`config.mk`:
```
export PLATFORM = sky130hd
export DESIGN_NAME = pll_lock_supervisor
export DESIGN_NICKNAME = d
export VERILOG_FILES = /design/src/rtl/pll_sup_pkg.sv /design/src/rtl/sync_2ff.sv /design/src/rtl/pll_lock_supervisor.sv
export SDC_FILE = /design/constraint.sdc
export NUM_CORES = 1
export LEC_CHECK = 0
export CORE_MARGIN = 2
export CORE_UTILIZATION = 56
export CTS_CLUSTER_SIZE = 12
export DETAILED_ROUTE_END_ITERATION = 12
export DONT_BUFFER_PORTS = 1
export PLACE_DENSITY = 0.74
export SLEW_MARGIN = 20
export SYNTH_ARGS = -nofsm -noshare
export SYNTH_HDL_FRONTEND = slang
export SYNTH_SLANG_ARGS = --single-unit
```
`constraint.sdc`:
```
create_clock -name REFERENCECLK -period 2.15 [get_ports REFERENCECLK]
set_input_delay 0.1075 -clock REFERENCECLK [delete_from_list [all_inputs] [get_ports REFERENCECLK]]
set_output_delay 0.1075 -clock REFERENCECLK [all_outputs]
set_load 0.02 [all_outputs]
```
`src/rtl/pll_sup_pkg.sv`:
```
// rtl/pll_sup_pkg.sv - state encoding and counter sizing for the PLL lock supervisor
package pll_sup_pkg;

  typedef enum logic [2:0] {
    ST_HOLD      = 3'd0,
    ST_WAIT_LOCK = 3'd1,
    ST_STABLE    = 3'd2,
    ST_RUN       = 3'd3,
    ST_FAIL      = 3'd4
  } pll_state_e;

  // Shared timer width: enough bits to hold the largest bound minus one.
  function automatic int cnt_width(input int a, input int b, input int c);
    int m;
    m = a;
    if (b > m) m = b;
    if (c > m) m = c;
    return (m < 2) ? 1 : $clog2(m);
  endfunction

endpackage

```
`src/rtl/sync_2ff.sv`:
```
// rtl/sync_2ff.sv - two-flop synchroniser for a single asynchronous level
module sync_2ff (
  input  logic clk,
  input  logic rst_n,
  input  logic d,
  output logic q
);

  logic meta;

  always_ff @(posedge clk or negedge rst_n) begin
    if (!rst_n) begin
      meta <= 1'b0;
      q    <= 1'b0;
    end else begin
      meta <= d;
      q    <= meta;
    end
  end

endmodule

```
`src/rtl/pll_lock_supervisor.sv`:
```
// rtl/pll_lock_supervisor.sv - sequences PLL reset, qualifies lock, issues system reset request
module pll_lock_supervisor
  import pll_sup_pkg::*;
#(
  parameter int RESET_CYCLES  = 16,
  parameter int LOCK_TIMEOUT  = 16000,
  parameter int STABLE_CYCLES = 256,
  parameter int MAX_RETRIES   = 7
) (
  input  logic       REFERENCECLK,
  input  logic       RESET,
  input  logic       pll_lock_i,
  input  logic       retry_i,
  output logic       pll_resetb_o,
  output logic       sys_rst_n_o,
  output logic       locked_o,
  output logic       fail_o,
  output logic [2:0] state_o,
  output logic [3:0] retry_cnt_o,
  output logic [7:0] lock_loss_cnt_o
);

  localparam int TW = cnt_width(RESET_CYCLES, LOCK_TIMEOUT, STABLE_CYCLES);
  localparam logic [TW-1:0] HOLD_LAST   = TW'(RESET_CYCLES - 1);
  localparam logic [TW-1:0] WAIT_LAST   = TW'(LOCK_TIMEOUT - 1);
  localparam logic [TW-1:0] STABLE_LAST = TW'(STABLE_CYCLES - 1);
  localparam logic [3:0]    RETRY_MAX   = 4'(MAX_RETRIES);

  logic          lock_s;
  pll_state_e    state, state_nxt;
  logic [TW-1:0] timer, timer_nxt;
  logic [3:0]    retry_cnt, retry_nxt;
  logic [7:0]    loss_cnt, loss_nxt;
  logic          resetb_nxt, sys_nxt, locked_nxt, fail_nxt;

  sync_2ff u_lock_sync (
    .clk   (REFERENCECLK),
    .rst_n (RESET),
    .d     (pll_lock_i),
    .q     (lock_s)
  );

  always_ff @(posedge REFERENCECLK or negedge RESET) begin
    if (!RESET) begin
      state     <= ST_HOLD;
      timer     <= '0;
      retry_cnt <= '0;
      loss_cnt  <= '0;
    end else begin
      state     <= state_nxt;
      timer     <= timer_nxt;
      retry_cnt <= retry_nxt;
      loss_cnt  <= loss_nxt;
    end
  end

  always_comb begin
    state_nxt = state;
    timer_nxt = timer + TW'(1);
    retry_nxt = retry_cnt;
    loss_nxt  = loss_cnt;
    case (state)
      ST_HOLD: begin
        if (timer == HOLD_LAST) begin
          state_nxt = ST_WAIT_LOCK;
          timer_nxt = '0;
        end
      end
      ST_WAIT_LOCK: begin
        // The lock cycle seen here is the first of the stable run.
        if (lock_s) begin
          if (STABLE_CYCLES == 1) begin
            state_nxt = ST_RUN;
            timer_nxt = '0;
            retry_nxt = '0;
          end else begin
            state_nxt = ST_STABLE;
            timer_nxt = TW'(1);
          end
        end else if (timer == WAIT_LAST) begin
          retry_nxt = retry_cnt + 4'd1;
          timer_nxt = '0;
          state_nxt = (retry_nxt == RETRY_MAX) ? ST_FAIL : ST_HOLD;
        end
      end
      ST_STABLE: begin
        if (!lock_s) begin
          state_nxt = ST_WAIT_LOCK;
          timer_nxt = '0;
        end else if (timer == STABLE_LAST) begin
          state_nxt = ST_RUN;
          timer_nxt = '0;
          retry_nxt = '0;
        end
      end
      ST_RUN: begin
        timer_nxt = '0;
        if (!lock_s) begin
          state_nxt = ST_HOLD;
          if (loss_cnt != 8'hFF) loss_nxt = loss_cnt + 8'd1;
        end
      end
      ST_FAIL: begin
        timer_nxt = '0;
        if (retry_i) begin
          state_nxt = ST_HOLD;
          retry_nxt = '0;
        end
      end
      default: begin
        state_nxt = ST_HOLD;
        timer_nxt = '0;
      end
    endcase
  end

  // Outputs decode the next state so they register in step with the state.
  always_comb begin
    resetb_nxt = (state_nxt != ST_HOLD) && (state_nxt != ST_FAIL);
    sys_nxt    = (state_nxt == ST_RUN);
    locked_nxt = (state_nxt == ST_RUN);
    fail_nxt   = (state_nxt == ST_FAIL);
  end

  always_ff @(posedge REFERENCECLK or negedge RESET) begin
    if (!RESET) begin
      pll_resetb_o <= 1'b0;
      sys_rst_n_o  <= 1'b0;
      locked_o     <= 1'b0;
      fail_o       <= 1'b0;
    end else begin
      pll_resetb_o <= resetb_nxt;
      sys_rst_n_o  <= sys_nxt;
      locked_o     <= locked_nxt;
      fail_o       <= fail_nxt;
    end
  end

  assign state_o         = state;
  assign retry_cnt_o     = retry_cnt;
  assign lock_loss_cnt_o = loss_cnt;

endmodule
```
==> results.json, run 1 <==
{
  "outcome": "completed",
  "area_growth_pct": 12.6,
  "crit_start": "timer[10]$_DFF_PN0_",
  "drc_errors": 0,
  "synthesis.area_um2": 1730,
  "hp-class": "in2async",
  "ys_warn_count": 0,
  "insertion_delay_ns": 0.33,
  "clock_sinks": 34,
  "viasPerCell": 6.02,
  "place.gp.congestion": 0.947,
  "max-slew-margin-rel_pct": 62.9,
  "setup_viol": 0,
  "final_cells": 220,
  "synth-seq-cells": 34,
  "grt_pass1_vias": 1302,
  "dieArea_um2": 3550,
  "grt_max_degree": 35,
  "netlist_instances": 170,
  "cap_violations": 0,
  "timing.final.ws_setup_ns": 0.0502,
  "layout_commonest_cell": "dfrtp_1",
  "reg2reg_setup_slack_ns": 0.05,
  "port_buffers": 0,
  "crit_path_max_fanout": 6,
  "h-tree-depth": 2,
  "r2r_start": "timer[10]$_DFF_PN0_",
  "clock_path_buffers": 2,
  "cp.arrival_ns": 2.32,
  "worstRegToRegCells": 5,
  "cts_tree": "built",
  "grt_pass1_wl_mm": 5.71,
  "end_kind": "register",
  "synth_edf_count": 0,
  "diodes": 0,
  "core_um2": 3000,
  "clock_skew_ns": 0.00961,
  "r2r_end": "retry_cnt_o[3]$_DFFE_PN0P_",
  "rows": 20,
  "antenna_found_initial": 0,
  "crit_type": "reg2reg",
  "cts_root_buf": "clkbuf_4",
  "wl_mm": 3.38,
  "utilization_pct": 64.8,
  "dr.pass1.iters": 4,
  "post_drt_wl_per_cell_um": 15.4,
  "avgSynthCellArea_um2": 10.2,
  "antenna_left": 0,
  "leakage_nw": 0.864,
  "seq_area_frac_synth_pct": 49.2,
  "placed_area_um2": 1830,
  "grtUsageTotal_pct": 21.9,
  "dieWidth_um": 59.5,
  "clk_pin_slew_worst_paths_ns": 0.10,
  "cp.required_ns": 2.37,
  "finalInstanceArea_um2": 1950,
  "tns_ns": 0,
  "place_inst": 209,
  "postCtsSetupBuffers": 0,
  "drtIter0Drc": 52,
  "nNetsFinal": 195,
  "maxSlewViolCount": 0,
  "power_density_nw_per_um2": 1070,
  "yosys_most_used_dff": "dfrtp_1",
  "place_ws_ns": -0.0120,
  "worst_pin_slew_ns": 0.543,
  "synth_fp_nets": 178,
  "drive_above_1_share_pct": 15.5,
  "cp-start-kind": "register",
  "ir_drop_uv": 559,
  "dp.final_hpwl_mm": 2.45,
  "finalCriticalPeriod_ns": 2.10,
  "num_vias": 1325,
  "grt_setup_unrepaired": "yes",
  "ys_async_sr_fraction_pct": 100,
  "finalHoldViolations": 0,
  "finalCritPeriodShare_pct": 97.7,
  "ys_types": 40,
  "overflow": 0,
  "layout_common_cells": "dfrtp_1, nor2_1, xnor2_1",
  "die_y_um": 59.5,
  "start_util_pct": 57.5,
  "fmax_mhz": 476,
  "cts_buffers": 5,
  "io_pins": 23
}
[power breakdown]
group	internal (W)	switching, W	leakage [nW]	total, W
combinational	0.000348	0.000441	0.382	0.000788
sequential	0.000756	0.000223	0.457	0.000979
clock	0.000123	0.000188	0.0254	0.000311
total	0.00123	0.000852	0.864	0.00208
[final cells by class]
type,count,area [um2]
Clock buffer,7,45.0
Fill cell,262,1060
Timing Repair Buffer,15,133
Tap cell,33,41.3
Sequential cell,34,851
Inverter,6,22.5
Multi-Input combinational cell,125,853
[through the flow]
step | power, W | hold slack [ns]
after detailed placement | 0.00172 | -0.187
after CTS | 0.00207 | 0.203
after floorplan | 0.00151 | -0.188
after global placement | 0.00168 | -0.187
final | 0.00208 | 0.202
after global routing | 0.00223 | 0.206
[routing by layer]
| layer | vias to the layer above | track usage [%] | wire, um |
|---|---|---|---|
| met5 | - | 0 | 0 |
| met4 | 0 | 7.62 | 48 |
| met3 | 7 | 7.42 | 208 |
| met2 | 42 | 35.0 | 1630 |
| met1 | 650 | 27.7 | 1490 |
| li1 | 626 | - | - |
[Yosys cell counts, types with 3 or more instances]
master / number / area [um2]
nand4_1: 5 / 31.3
nor2_1: 25 / 93.8
o21ai_0: 3 / 15.0
inv_1: 6 / 22.5
nand2_1: 8 / 30.0
nand2b_1: 4 / 25.0
nor4_1: 5 / 31.3
nand3_1: 12 / 60.1
nor2b_1: 3 / 18.8
clkbuf_1: 3 / 11.3
nor3_1: 5 / 25.0
ha_1: 4 / 50.1
xnor2_1: 13 / 114
xor2_1: 8 / 70.1
dfrtp_1: 34 / 851
[how the worst max path moves through the flow]
stage | to | slack, ns | cells after the start
after floorplan | retry_cnt_o[1]$_DFFE_PN0P_ | 0.06 | 5
after global placement | retry_cnt_o[1]$_DFFE_PN0P_ | 0.05 | 5
after detailed placement | retry_cnt_o[1]$_DFFE_PN0P_ | -0.01 | 5
after CTS | timer[6]$_DFF_PN0_ | 0.05 | 7
after global routing | retry_cnt_o[3]$_DFFE_PN0P_ | -0.06 | 5
final | retry_cnt_o[3]$_DFFE_PN0P_ | 0.05 | 5
[critical path, cell delays in order (launching register included)]
cell and delay [ns]:
dfrtp_1 0.38, or4_4 0.55, o41ai_4 0.35, nor2_4 0.10, or3_4 0.41, o41ai_2 0.21
[what timing repair did]
action / CTS / global route
pin swaps: 2 / 0
hold buffers: 4 / 0
hold endpoints to repair: 37 / 0
endpoints found under the setup margin: 2 / 2
gates resized for setup: 1 / 2
[flip-flops by register name, indices dropped and copies added (netlist names)]
name	cells
timer	14
lock_loss_cnt_o	8
retry_cnt_o	4
state_o	3
fail_o	1
locked_o	1
pll_resetb_o	1
u_lock_sync.meta	1
u_lock_sync.q	1
[kinds of logic after synthesis]
family / count (synthesis) / share of synthesized area, %
AO/OA/AOI/OAI: 19 / 9.56
adder cells (fa/ha/maj): 4 / 2.90
buffers and inverters: 11 / 2.68
XOR/XNOR: 21 / 10.6
multiplexers: 3 / 1.88
AND/OR/NAND/NOR: 78 / 23.1
flip-flops: 34 / 49.2
No activity file was read; power rests on OpenSTA's default activity.
==> run 2, diff against run 1 <==
ABC_AREA = 1   (was not set)
==> run 2 against run 1 <==
- hold slack lost 0.011 ns
- utilization rose by 0.35 points
- cell count is 43% higher
- highest routed layer unchanged
- non-clock buffer count shrank 11
- fmax is 25% higher
- count of clock-buffer cells in the layout fell by 1
- largest cell class unchanged
- critical path type unchanged
- synthesized cell count grew 52%
- power increased by 11%
==> results.json, run 2 <==
{
  "h-tree-depth": 2,
  "dieWidth_um": 63.6,
  "drive_above_1_share_pct": 11.6,
  "grt_max_degree": 35,
  "fmax_mhz": 595,
  "utilization_pct": 65.1,
  "layout_commonest_cell": "nand2_1",
  "dr.pass1.iters": 4,
  "place.gp.congestion": 0.937,
  "rows": 21,
  "max-slew-margin-rel_pct": 67.4,
  "grt_pass1_vias": 1517,
  "insertion_delay_ns": 0.36,
  "hp-class": "in2async",
  "n_fill_cell": 316,
  "cts_tree": "built",
  "cts_buffers": 5,
  "final_cells": 314,
  "synth_fp_nets": 266,
  "timing.final.ws_setup_ns": 0.470,
  "die_y_um": 63.6,
  "cp-start-kind": "register",
  "clock_path_buffers": 2,
  "core_um2": 3360,
  "cp.required_ns": 2.39,
  "synth_most_common_cell": "nand2_1",
  "finalCritPeriodShare_pct": 78.2,
  "cp.arrival_ns": 1.92,
  "grt_pass1_wl_mm": 6.83,
  "largest_reg_flops": 14,
  "dp.final_hpwl_mm": 2.70,
  "dieArea_um2": 4040,
  "top_register": "timer",
  "synth.area.top_cells": "dfrtp_1, nand2_1, inv_1",
  "setup_viol": 0,
  "power_density_nw_per_um2": 1060,
  "layout_common_cells": "nand2_1, dfrtp_1, inv_1",
  "maxSlewViolCount": 0,
  "diodes": 0,
  "num_vias": 1603,
  "ys_warn_count": 0,
  "overflow": 0,
  "drtIter0Drc": 122,
  "post_drt_wl_per_cell_um": 11.8,
  "port_buffers": 0,
  "place_inst": 302,
  "leakage_nw": 1.14,
  "grtUsageTotal_pct": 21.6,
  "synth_top_cell_by_area": "dfrtp_1",
  "antenna_found_initial": 0,
  "synth_edf_count": 0,
  "nNetsFinal": 275,
  "cts_root_buf": "clkbuf_4",
  "yosysTopAreaCellShare_pct": 42.8,
  "yosys_most_used_dff": "dfrtp_1",
  "crit_type": "reg2reg",
  "clock_skew_ns": 0.0193,
  "outcome": "completed",
  "viasPerCell": 5.11,
  "worst_pin_slew_ns": 0.490,
  "cap_violations": 0,
  "postCtsSetupBuffers": 0,
  "seq_area_frac_synth_pct": 42.8,
  "clk_pin_slew_worst_paths_ns": 0.12,
  "grt_setup_unrepaired": "no",
  "wl_mm": 3.71,
  "cts_resized": 0,
  "synth_common_cells": "nand2_1, dfrtp_1, inv_1, nor2_1, nand3_1",
  "ir_drop_uv": 523,
  "clock_sinks": 34,
  "synthesis.area_um2": 1990,
  "ys_types": 24,
  "io_pins": 23,
  "avgSynthCellArea_um2": 7.70,
  "crit_path_max_fanout": 8,
  "place_ws_ns": 0.480,
  "synth-seq-cells": 34,
  "drc_errors": 0,
  "total_power_w": 0.00232,
  "end_kind": "register",
  "area_growth_pct": 10.3,
  "finalCriticalPeriod_ns": 1.68,
  "antenna_left": 0,
  "tns_ns": 0,
  "ys_async_sr_fraction_pct": 100,
  "finalHoldViolations": 0,
  "netlist_instances": 258,
  "start_util_pct": 59.1
}
-- run 2: cell count changes in the layout (fill, tap and decap cells not counted), moves of 7 or more --
cell     delta
nand2_1    +63
inv_1      +25
nand2_2     +7
xnor2_1     -7
buf_4      -11
o21ai_0     +7
-- run 2: final timing paths --
check | from | end | slack, ns | depth (start not counted)
max | lock_loss_cnt_o[1]$_DFFE_PN0P_ | lock_loss_cnt_o[5]$_DFFE_PN0P_ | 0.47 | 8
min | RESET | state_o[0]$_DFF_PN0_ | 0.19 | 2
max reg2reg | lock_loss_cnt_o[1]$_DFFE_PN0P_ | lock_loss_cnt_o[5]$_DFFE_PN0P_ | 0.47 | 8
min reg2reg | u_lock_sync.meta$_DFF_PN0_ | u_lock_sync.q$_DFF_PN0_ | 0.36 | 0
max in group asynchronous | RESET | timer[0]$_DFF_PN0_ | 1.77 | 2
min in group REFERENCECLK | pll_lock_i | u_lock_sync.meta$_DFF_PN0_ | 0.31 | 1
-- run 2: final cells by class --
class	instances	area [um2]	area share [%]
clock buffer	6	51.3	2.34
tap	46	57.6	2.63
timing repair buffer	4	50.0	2.28
multi-input combinational	187	990	45.2
sequential	34	851	38.8
inverter	35	131	6.00
clock inverter	2	60.1	2.74
-- run 2: cell families after synthesis --
kind of cell,share of synthesized area [%]
buffers and inverters,7.37
AND/OR/NAND/NOR,36.2
XOR/XNOR,6.17
flip-flops,42.8
AO/OA/AOI/OAI,4.91
adder cells (fa/ha/maj),2.52
-- run 2: worst max-delay path, cell delays in order, from the launching register on --
cell and delay, ns:
dfrtp_1 0.52, ha_1 0.24, nand3_1 0.12, nor2_1 0.15
nand4_1 0.11, nand2_2 0.19, inv_2 0.10, nand2_1 0.06
o21ai_0 0.07
-- run 2: power breakdown --
group          switching (W)  internal (W)
combinational       0.000461      0.000270
sequential          0.000217      0.000748
clock               0.000224      0.000394
total               0.000902       0.00141
-- run 2: layer usage --
metal  GRT usage, %  share of wire (%)  vias to the layer above
met5              0                  0                        -
met1           28.3                 48                      731
li1               -                  -                      835
met2           34.1                 45                       31
met4           7.34                1.5                        0
met3           6.61                5.0                        6
-- run 2: what timing repair did --
| action | 4_1_cts | 5_1_grt |
|---|---|---|
| endpoints found under the setup margin | 0 | 0 |
| hold buffers | 4 | 0 |
| hold endpoints to repair | 37 | 0 |
-- run 2: through the flow --
stage | instance area, um2 | hold WS, ns
after floorplan | 1990 | -0.188
after global placement | 2030 | -0.187
after detailed placement | 2030 | -0.187
after CTS | 2190 | 0.196
after global routing | 2190 | 0.199
final | 2190 | 0.191
